<file path="config.mk">
export PLATFORM = sky130hd
export DESIGN_NAME = ecc_sed_enc_arbiter_flat
export DESIGN_NICKNAME = d
export VERILOG_FILES = /design/src/rtl/ecc_sed_pkg.sv /design/src/rtl/ecc_sed_enc_arbiter_if.sv /design/src/rtl/ecc_rr_arbiter.sv /design/src/rtl/ecc_sed_enc_arbiter.sv /design/src/flat_wrapper.sv
export SDC_FILE = /design/constraint.sdc
export NUM_CORES = 1
export LEC_CHECK = 0
export CAP_MARGIN = 20
export CORE_ASPECT_RATIO = 0.7
export CORE_UTILIZATION = 39
export CTS_BUF_LIST = sky130_fd_sc_hd__clkbuf_4 sky130_fd_sc_hd__clkbuf_8
export DETAILED_ROUTE_END_ITERATION = 12
export GPL_TIMING_DRIVEN = 0
export MAX_ROUTING_LAYER = met4
export PLACE_DENSITY_LB_ADDON = 0.05
export SLEW_MARGIN = 10
export SYNTH_ARGS = -nofsm -noshare
export SYNTH_HDL_FRONTEND = slang
export SYNTH_SLANG_ARGS = --single-unit
export TNS_END_PERCENT = 5
</file>
<file path="constraint.sdc">
create_clock -name clk -period 2.35 [get_ports clk]
set_clock_uncertainty 0.05 [all_clocks]
set_input_delay 0.3525 -clock clk [delete_from_list [all_inputs] [get_ports clk]]
set_output_delay 0.3525 -clock clk [all_outputs]
set_load 0.1 [all_outputs]
</file>
<file path="src/rtl/ecc_sed_pkg.sv">
// Shared types and the single-error-detect encode used by the arbitrated
// encode path: codeword = {even parity, data}.
package ecc_sed_pkg;

  localparam int DATA_WIDTH     = 12;
  localparam int CODEWORD_WIDTH = DATA_WIDTH + 1;

  typedef logic [DATA_WIDTH-1:0]     data_t;
  typedef logic [CODEWORD_WIDTH-1:0] codeword_t;

  typedef enum logic {
    EMPTY = 1'b0,
    FULL  = 1'b1
  } out_state_e;

  // Parity bit makes the XOR of the whole codeword zero.
  function automatic codeword_t sed_encode(input data_t data);
    return {^data, data};
  endfunction

endpackage

</file>
<file path="src/rtl/ecc_sed_enc_arbiter_if.sv">
// Requester-side and downstream-side handshake bundle for the shared encoder.
interface ecc_sed_enc_arbiter_if #(
  parameter int NUM_REQ  = 4,
  parameter int ID_WIDTH = 2
) ();
  import ecc_sed_pkg::*;

  logic [NUM_REQ-1:0]                 req_valid;
  logic [NUM_REQ-1:0][DATA_WIDTH-1:0] req_data;
  logic [NUM_REQ-1:0]                 req_ready;
  logic                               out_valid;
  logic                               out_ready;
  codeword_t                          out_codeword;
  logic [ID_WIDTH-1:0]                out_src_id;

  modport master (
    output req_valid, req_data, out_ready,
    input  req_ready, out_valid, out_codeword, out_src_id
  );

  modport slave (
    input  req_valid, req_data, out_ready,
    output req_ready, out_valid, out_codeword, out_src_id
  );

endinterface

</file>
<file path="src/rtl/ecc_rr_arbiter.sv">
// Round-robin picker: searches from last_grant+1 upward with wrap; the
// one-hot grant is only driven while advance is high.
module ecc_rr_arbiter #(
  parameter int NUM_REQ  = 4,
  parameter int ID_WIDTH = $clog2(NUM_REQ)
) (
  input  logic [NUM_REQ-1:0]  req,
  input  logic [ID_WIDTH-1:0] last_grant,
  input  logic                advance,
  output logic [NUM_REQ-1:0]  grant,
  output logic [ID_WIDTH-1:0] grant_idx
);

  logic                found;
  logic [ID_WIDTH-1:0] cand;

  always_comb begin
    found     = 1'b0;
    grant_idx = '0;
    cand      = '0;
    for (int k = 1; k <= NUM_REQ; k++) begin
      cand = ID_WIDTH'((int'(last_grant) + k) % NUM_REQ);
      if (!found && req[cand]) begin
        found     = 1'b1;
        grant_idx = cand;
      end
    end
  end

  always_comb begin
    grant = '0;
    if (advance && found) grant[grant_idx] = 1'b1;
  end

endmodule

</file>
<file path="src/rtl/ecc_sed_enc_arbiter.sv">
// NUM_REQ requesters share one parity encoder feeding a one-entry output
// register; also counts completed output transfers (saturating).
module ecc_sed_enc_arbiter
  import ecc_sed_pkg::*;
#(
  parameter int NUM_REQ   = 4,
  parameter int ID_WIDTH  = $clog2(NUM_REQ),
  parameter int CNT_WIDTH = 16
) (
  input  logic                 clk,
  input  logic                 rst_n,
  input  logic                 cnt_clr,
  output logic [CNT_WIDTH-1:0] xfer_count,
  ecc_sed_enc_arbiter_if.slave bus
);

  localparam logic [CNT_WIDTH-1:0] CNT_MAX  = '1;
  localparam logic [ID_WIDTH-1:0]  LAST_RST = ID_WIDTH'(NUM_REQ - 1);

  out_state_e           state_q, state_d;
  codeword_t            cw_q;
  logic [ID_WIDTH-1:0]  src_q;
  logic [ID_WIDTH-1:0]  last_grant_q;
  logic [ID_WIDTH-1:0]  grant_idx;
  logic [NUM_REQ-1:0]   grant;
  logic [CNT_WIDTH-1:0] cnt_q;
  logic                 can_load;
  logic                 accept;
  logic                 out_xfer;

  assign can_load = (state_q == EMPTY) || bus.out_ready;
  assign out_xfer = (state_q == FULL) && bus.out_ready;

  // rst_n gates advance so no requester sees ready while reset is held.
  ecc_rr_arbiter #(
    .NUM_REQ  (NUM_REQ),
    .ID_WIDTH (ID_WIDTH)
  ) u_arb (
    .req        (bus.req_valid),
    .last_grant (last_grant_q),
    .advance    (can_load & rst_n),
    .grant      (grant),
    .grant_idx  (grant_idx)
  );

  assign bus.req_ready = grant;
  assign accept        = |(bus.req_valid & grant);

  always_comb begin
    state_d = state_q;
    case (state_q)
      EMPTY:   if (accept) state_d = FULL;
      FULL:    if (bus.out_ready && !accept) state_d = EMPTY;
      default: state_d = EMPTY;
    endcase
  end

  always_ff @(posedge clk or negedge rst_n) begin
    if (!rst_n) state_q <= EMPTY;
    else        state_q <= state_d;
  end

  always_ff @(posedge clk or negedge rst_n) begin
    if (!rst_n) begin
      cw_q         <= '0;
      src_q        <= '0;
      last_grant_q <= LAST_RST;
    end else if (accept) begin
      cw_q         <= sed_encode(bus.req_data[grant_idx]);
      src_q        <= grant_idx;
      last_grant_q <= grant_idx;
    end
  end

  // Clear wins over a same-cycle transfer.
  always_ff @(posedge clk or negedge rst_n) begin
    if (!rst_n)                          cnt_q <= '0;
    else if (cnt_clr)                    cnt_q <= '0;
    else if (out_xfer && cnt_q != CNT_MAX) cnt_q <= cnt_q + 1'b1;
  end

  assign bus.out_valid    = (state_q == FULL);
  assign bus.out_codeword = cw_q;
  assign bus.out_src_id   = src_q;
  assign xfer_count       = cnt_q;

endmodule

</file>
<file path="src/flat_wrapper.sv">
// flat-port wrapper written by rule: the top's interface ports become plain ports
module ecc_sed_enc_arbiter_flat import ecc_sed_pkg::*;
#(
  parameter int NUM_REQ   = 4,
  parameter int ID_WIDTH  = $clog2(NUM_REQ),
  parameter int CNT_WIDTH = 16
)
  (clk, rst_n, cnt_clr, xfer_count, bus_req_valid, bus_req_data, bus_out_ready, bus_req_ready, bus_out_valid, bus_out_codeword, bus_out_src_id);
  ecc_sed_enc_arbiter_if #(.NUM_REQ(NUM_REQ), .ID_WIDTH(ID_WIDTH)) bus_i ();
  input  logic clk;
  input  logic rst_n;
  input  logic cnt_clr;
  output logic [CNT_WIDTH-1:0] xfer_count;
  input wire logic [$bits(bus_i.req_valid)-1:0] bus_req_valid;
  input wire logic [$bits(bus_i.req_data)-1:0] bus_req_data;
  input wire logic [$bits(bus_i.out_ready)-1:0] bus_out_ready;
  output wire logic [$bits(bus_i.req_ready)-1:0] bus_req_ready;
  output wire logic [$bits(bus_i.out_valid)-1:0] bus_out_valid;
  output wire logic [$bits(bus_i.out_codeword)-1:0] bus_out_codeword;
  output wire logic [$bits(bus_i.out_src_id)-1:0] bus_out_src_id;
  assign bus_i.req_valid = bus_req_valid;
  assign bus_i.req_data = bus_req_data;
  assign bus_i.out_ready = bus_out_ready;
  assign bus_req_ready = bus_i.req_ready;
  assign bus_out_valid = bus_i.out_valid;
  assign bus_out_codeword = bus_i.out_codeword;
  assign bus_out_src_id = bus_i.out_src_id;
  ecc_sed_enc_arbiter #(.NUM_REQ(NUM_REQ), .ID_WIDTH(ID_WIDTH), .CNT_WIDTH(CNT_WIDTH)) u_core (.clk(clk), .rst_n(rst_n), .cnt_clr(cnt_clr), .xfer_count(xfer_count), .bus(bus_i));
endmodule
</file>
==> Word level (Yosys, flattened, before mapping) <==
Cells that the tools add are included.
Widths: inputs -> output; s select.
{ "classes": {"reduce_logical": 16, "order_cmp": 6, "mux": 26, "addsub": 5, "eq_ne": 1, "bitwise_logic": 3} }
{ "op_table": {"columns": ["cell", "count"], "rows": [
  ["$mux 16", 2],
  ["$bmux 12 s2", 1],
  ["$add 16x1->16 const B", 1],
  ["$ne 16x16->1 const B", 1],
  ["$lt 2x3->1 const B", 5],
  ["$mux 12", 1],
  ["$reduce_xor 12->1", 1],
  ["$mux 1", 11],
  ["$bmux 1 s2", 4],
  ["$logic_and 1x1->1", 8],
  ["$mux 2", 4],
  ["$add 2x1->2 const B", 2],
  ["$add 2x2->2 const B", 2],
  ["$and 4x4->4", 1],
  ["$logic_not 1->1", 4],
  ["$mux 4", 1],
  ["$reduce_or 4->1", 1],
  ["$demux 1 s2", 1],
  ["$ge 2x1->1 const B", 1],
  ["$pmux 1 s2", 1],
  ["$reduce_bool 2->1", 1],
  ["$and 1x1->1", 1],
  ["$logic_or 1x1->1", 1],
  ["$not 1->1", 1]
]} }
{ "word_totals": {"register_bits": 34, "inputBits": 56, "output_inout_bits": 36, "elab_cells": 62} }

==> Logic depth before layout (Yosys ltp) <==
{ "logic_depth": {"word_depth": 24, "mapped_depth": 11, "mapped_depth_nobuf": 9} }

==> Modules after synthesis <==
From an unflattened synthesis, not the netlist that was laid out.
{ "hier_totals": {"cells_unflattened": 175, "area_unflattened_um2": 2048.2} }
{ "by_module_without_submodules": {"columns": ["module", "seq_area_each_um2", "instances", "area_each_um2", "cells_each"], "rows": [
  ["ecc_sed_enc_arbiter", 853.3, 1, 1925.6, 153],
  ["ecc_rr_arbiter", 0.0, 1, 122.6, 22]
]} }

==> Worst setup path after synthesis <==
Ideal clock, no wire load.
{ "synth_path": {"path_type": "flip-flop to output port", "start": "reg u_core.state_q (netlist: u_core.bus.out_valid)", "end": "out bus_req_ready[1]", "setup_slack_ns": -1.823, "n_path_buf": 1, "stages_incl_launch_ff": 5, "t_required_ns": 1.947, "arrival_ns": 3.770, "cell_sequence": "dfrtp_1 -> nand2b_1 -> nand3_1 -> clkbuf_1 -> nor3b_1"} }
{ "synth_via": {"elab_chain_len": 5} }
{ "synth_lines": {"columns": ["item", "line", "rtl"], "rows": [
  ["start, declared", "ecc_sed_enc_arbiter.sv:20", "out_state_e state_q, state_d;"],
  ["start signal, assigned", "ecc_sed_enc_arbiter.sv:60", "else state_q <= state_d;"],
  ["$not 1->1", null, null],
  ["$logic_or 1x1->1", "ecc_sed_enc_arbiter.sv:31", "assign can_load = (state_q == EMPTY) || bus.out_ready;"],
  ["$and 1x1->1", "ecc_sed_enc_arbiter.sv:41", ".advance (can_load & rst_n),"],
  ["$logic_and 1x1->1", "ecc_rr_arbiter.sv:32", "if (advance && found) grant[grant_idx] = 1'b1;"],
  ["$mux 4", "ecc_rr_arbiter.sv:32", null],
  ["end, declared", "flat_wrapper.sv:17", "output wire logic [$bits(bus_i.req_ready)-1:0] bus_req_ready;"]
]} }
No other way between the ends.

==> Worst setup path after layout <==
{ "layout_path": {"start": "reg u_core.last_grant_q[0]", "end": "reg u_core.cw_q[12] (netlist: u_core.bus.out_codeword[12])"} }
{ "layout_via": {"elab_chain_len": 20, "word_cells_on_any_way": 38, "cone_classes": "add/sub (4); order compare (2); mux (21); bitwise (1); reduce/logical (10)"} }
{ "layout_lines": {"columns": ["item", "line", "rtl"], "rows": [
  ["start, declared", "ecc_sed_enc_arbiter.sv:23", "logic [ID_WIDTH-1:0] last_grant_q;"],
  ["start signal, assigned", "ecc_sed_enc_arbiter.sv:71", "last_grant_q <= grant_idx;"],
  ["$add 2x1->2", "ecc_rr_arbiter.sv:22", "cand = ID_WIDTH'((int'(last_grant) + k) % NUM_REQ);"],
  ["$bmux 1 s2", "ecc_rr_arbiter.sv:23", "if (!found && req[cand]) begin"],
  ["$mux 1 (not written as such)", "ecc_rr_arbiter.sv:23", null],
  ["$mux 1", "ecc_rr_arbiter.sv:23", null],
  ["$logic_not 1->1", "ecc_rr_arbiter.sv:23", null],
  ["$logic_and 1x1->1", "ecc_rr_arbiter.sv:23", null],
  ["$mux 1", "ecc_rr_arbiter.sv:23", null],
  ["$logic_not 1->1", "ecc_rr_arbiter.sv:23", null],
  ["(+4 left out)", null, null],
  ["$mux 2", "ecc_rr_arbiter.sv:23", null],
  ["$lt 2x3->1 (not written as such) / $ge 2x1->1 (equally long branches)", "ecc_rr_arbiter.sv:32", null],
  ["$logic_and 1x1->1 (not written as such)", "ecc_rr_arbiter.sv:32", null],
  ["$mux 1 (not written as such)", "ecc_rr_arbiter.sv:32", null],
  ["$demux 1 s2", "ecc_rr_arbiter.sv:32", null],
  ["$mux 4", "ecc_rr_arbiter.sv:32", null],
  ["$and 4x4->4", "ecc_sed_enc_arbiter.sv:47", "assign accept = |(bus.req_valid & grant);"],
  ["$reduce_or 4->1", "ecc_sed_enc_arbiter.sv:47", null],
  ["end signal, assigned", "ecc_sed_enc_arbiter.sv:69", "cw_q <= sed_encode(bus.req_data[grant_idx]);"],
  ["end, declared", "ecc_sed_enc_arbiter.sv:21", "codeword_t cw_q;"]
]} }
Several ways; a longest one is shown, not always the timed one. The select of a mux whose other input is x is not followed.
A chain may end at the register's enable or synchronous reset.

==> summary.md <==
| Metric | Value |
|---|---|
| Number of antenna-violating nets in the routed design | `0` |
| Synth cell types | `40` |
| Io pins | `92` |
| Max-cap violation count | `0` |
| Finished Cell Area | `roughly 0.0038 sq mm` |
| Initial antenna violation count | `0` |
| Pin count of the biggest net entering global routing | `36` |
| Starting DRC count in detailed routing | `slightly below 80` |
| Mapped Cells | `225` |
| Count of input and output buffers | `90` |
| Hold Crit Class | `in -> async` |
| Worst-Margin Slew | `0.9974 ns` |
| Period minus WS final | `between 2 and 3 ns` |
| Starting Density | `between 40% and 50%` |
| Via Count | `between 2000 and 2500` |
| DRC Markers | `0` |
| RSZ-0062 raised after global routing | `true` |
| Fin worst setup slack | `-0.2806 ns` |
| Met3 routed WL | `around 300 um` |
| DRT Wirelength | `approximately 6.5 mm` |
| CTS tree | `done` |
| Vias per cell | `slightly above 5` |
| DR WL/cell | `15.59 um` |
| Hpwl dp | `between 4 and 5 mm` |
| Hold buffer count at cts | `0` |
| Endpoints failing hold | `0` |
| Fmax achieved | `between 300 and 400 MHz` |
| Metal-1 WL | `slightly above 3 mm` |
| Placer congestion estimate | `between 0.7 and 0.8` |
| Top Metal Used | `met4` |
| Core ar. | `between 0.004 and 0.005 sq mm` |
| Crit path arrival time | `~2.8 ns` |
| Die Y | `between 60 and 70 um` |
| Crit-path max FO | `3` |
| First-pass GRT wire length | `10.03 mm` |
| GR Util All Layers | `24.05%` |
| DP Cell Count | `384` |
| Post-place setup slack | `-1.601 ns` |
| Share of post-route cells with drive strength above 1 | `between 30% and 40%` |
| Synth warn | `0` |
| Slew Limit Fails | `0` |
| Worst path max stage delay | `approximately 0.54 ns` |
| Failing checks | `negative setup slack` |
| Via count of the first global-routing pass | `between 2000 and 2500` |
| Cts bufs inserted | `5` |
| Met2 Routed Length | `roughly 3.1 mm` |
| Syn_nets | `between 200 and 300` |
| Total congestion overflow | `0` |
| Worst path slowest cell | `dfstp_2` |
| Clock Latency Late Sink | `roughly 0.3 ns` |
| Status | `finished, violations left` |
| Worst slew margin | `approximately 33%` |
| Non-Filler Instances | `414` |
| Reg clk slew, reported paths | `about 0.080 ns` |
| PwrDens | `between 1000 and 1500 mW/mm^2` |
| Worst Setup End Kind | `flop` |
| WP data required | `roughly 2.5 ns` |
| N_diodes | `0` |
| Yosys reg bits | `34` |
| Bufs on Longest Clock Path | `2` |
| H-Tree Depth | `2` |
| Post-synthesis sequential area ratio | `40.94%` |
| Cell Chain, Critical Path | `buf_4, o21ai_4, o21ai_4, a211oi_4, buf_6, buf_8, buf_6, nor2_1, nor2_1, o21ai_2, xnor3_1, xnor3_1, o21ai_1` |
| # nets final | `~400` |
| DR pass1 iterations | `4` |
| Synthesized cell area | `0.002084 sq mm` |
| Leakage | `between 1.5 and 2 nW` |
| Min Hold Slack | `~0.09 ns` |
| Setup TNS | `-0.8318 ns` |
| Syn_area_per_cell | `between 9 and 10 sq um` |
| CP Launch Type | `flop` |
| Clock root buffer | `clkbuf_8` |
| CTS Sinks | `34` |
| Final period utilization | `111.9%` |
| FP Rows | `21` |
| Synth-to-Final Area Change | `84.15%` |
| Final Setup Violations | `5` |
| DP Area | `between 0.003 and 0.004 sq mm` |
| Max VDD drop | `roughly 0.90 mV` |
| Die width | `89.38 um` |
| CP Class | `reg -> reg` |
| Die area | `about 0.0056 sq mm` |
where the power goes:
part           total (mW)  internal [mW]  switching, mW
logic                2.78           1.11           1.67
clock network       0.467          0.236          0.232
registers           0.786          0.718         0.0679
Yosys cell counts (all sizes together):
library cell  count  share of area [%]
xor2             10                4.2
nand2b            2               0.60
xnor2             8                3.7
nor3b             1               0.36
mux2             10                5.4
nor2b             1               0.30
dfstp             2                2.5
mux2i             6                2.9
inv               4               0.72
or4               1               0.42
nand3             6                1.4
nand4             4                1.2
nor3              3               0.72
dfrtp            32                 38
a32oi             8                5.2
nor2             24                4.3
ha                1               0.60
a211o             1               0.48
a21o              2               0.72
nand2            44                8.2
buf               5                1.7
o221ai            1               0.72
o311ai            1               0.78
nor4              1               0.30
or3               5                1.5
a211oi            1               0.96
o21ai            13                3.3
a21oi            16                4.0
and3              2               0.60
clkbuf            7                1.3
xnor3             2                2.2
and2              1               0.30
worst max-delay path, delay by kind of cell, from the launching register on:
family / cells / cell delay, ns
AND/OR/NAND/NOR: 2 / 0.16
XOR/XNOR: 2 / 0.78
buffers and inverters: 4 / 0.51
flip-flops: 1 / 0.54
AO/OA/AOI/OAI: 5 / 0.52
path summary, 6_finish.rpt:
check                                             from                          end  slack, ns  cells after the start
max                             u_core.last_grant_q[0]  u_core.bus.out_codeword[12]      -0.28                     13
min                                              rst_n  u_core.bus.out_codeword[12]       0.09                      1
max reg2reg                     u_core.last_grant_q[0]  u_core.bus.out_codeword[12]      -0.28                     13
min reg2reg                u_core.bus.out_codeword[12]  u_core.bus.out_codeword[12]       0.45                      2
max in group asynchronous                        rst_n         u_core.xfer_count[6]       1.59                      1
min in group clk                               cnt_clr         u_core.xfer_count[5]       0.34                      2
flip-flops by register name, summed over array words and instances (netlist names):
signal                   count
u_core.bus.out_valid         1
u_core.last_grant_q          2
u_core.bus.out_src_id        2
u_core.bus.out_codeword     13
u_core.xfer_count           16
kinds of logic (layout without fill, tap and decap cells):
logic type	after synthesis	in the layout	synth area share (%)
AOI/OAI and AO/OA	43	43	16.15
xor gates and xnor gates	20	20	10.08
and+or+nand+nor	95	95	20.23
buffers and inverters	16	136	3.721
muxes	16	16	8.284
DFF	34	34	40.94
adders and majority gates	1	1	0.6001
layout by cell type (no fill, tap or decap), drive strengths merged, types with 4 or more instances in the layout:
cell type / synthesis / layout
dfrtp: 32 / 32
nand2: 44 / 44
or3: 5 / 5
a21oi: 16 / 16
mux2i: 6 / 6
clkbuf: 7 / 10
nand4: 4 / 4
clkdlybuf4s50: 0 / 81
mux2: 10 / 10
nor2: 24 / 24
nand3: 6 / 6
buf: 5 / 35
o21ai: 13 / 13
xnor2: 8 / 8
inv: 4 / 4
xor2: 10 / 10
a32oi: 8 / 8
cell type report:
class | instances | area [sq um]
Buffer | 11 | 110.1
Clock buffer | 6 | 82.58
Clock inverter | 2 | 12.51
Fill cell | 313 | 1127
Inverter | 4 | 15.01
Multi-Input combinational cell | 175 | 1506
Sequential cell | 34 | 884.6
Tap cell | 69 | 86.33
Timing Repair Buffer | 113 | 1141
through the flow:
stage | util, % | power (mW)
2_1_floorplan | - | 2.525
3_3_place_gp | 64.05 | 3.035
3_5_place_dp | 63.95 | 3.053
4_1_cts | 73.47 | 3.858
5_1_grt | 77.30 | 4.191
6_report | 77.30 | 4.032
metal layers:
layer,up-vias,track usage [%]
met5,-,-
met4,0,6.944
met3,4,4.980
met2,73,35.97
met1,1035,32.97
li1,1021,-
repair_timing:
item	4_1_cts	5_1_grt
pin swaps	17	16
hold endpoints to repair	0	0
endpoints found under the setup margin	15	11
setup buffers	14	9
resized for setup	88	30
(Power assumes the default switching activity.)
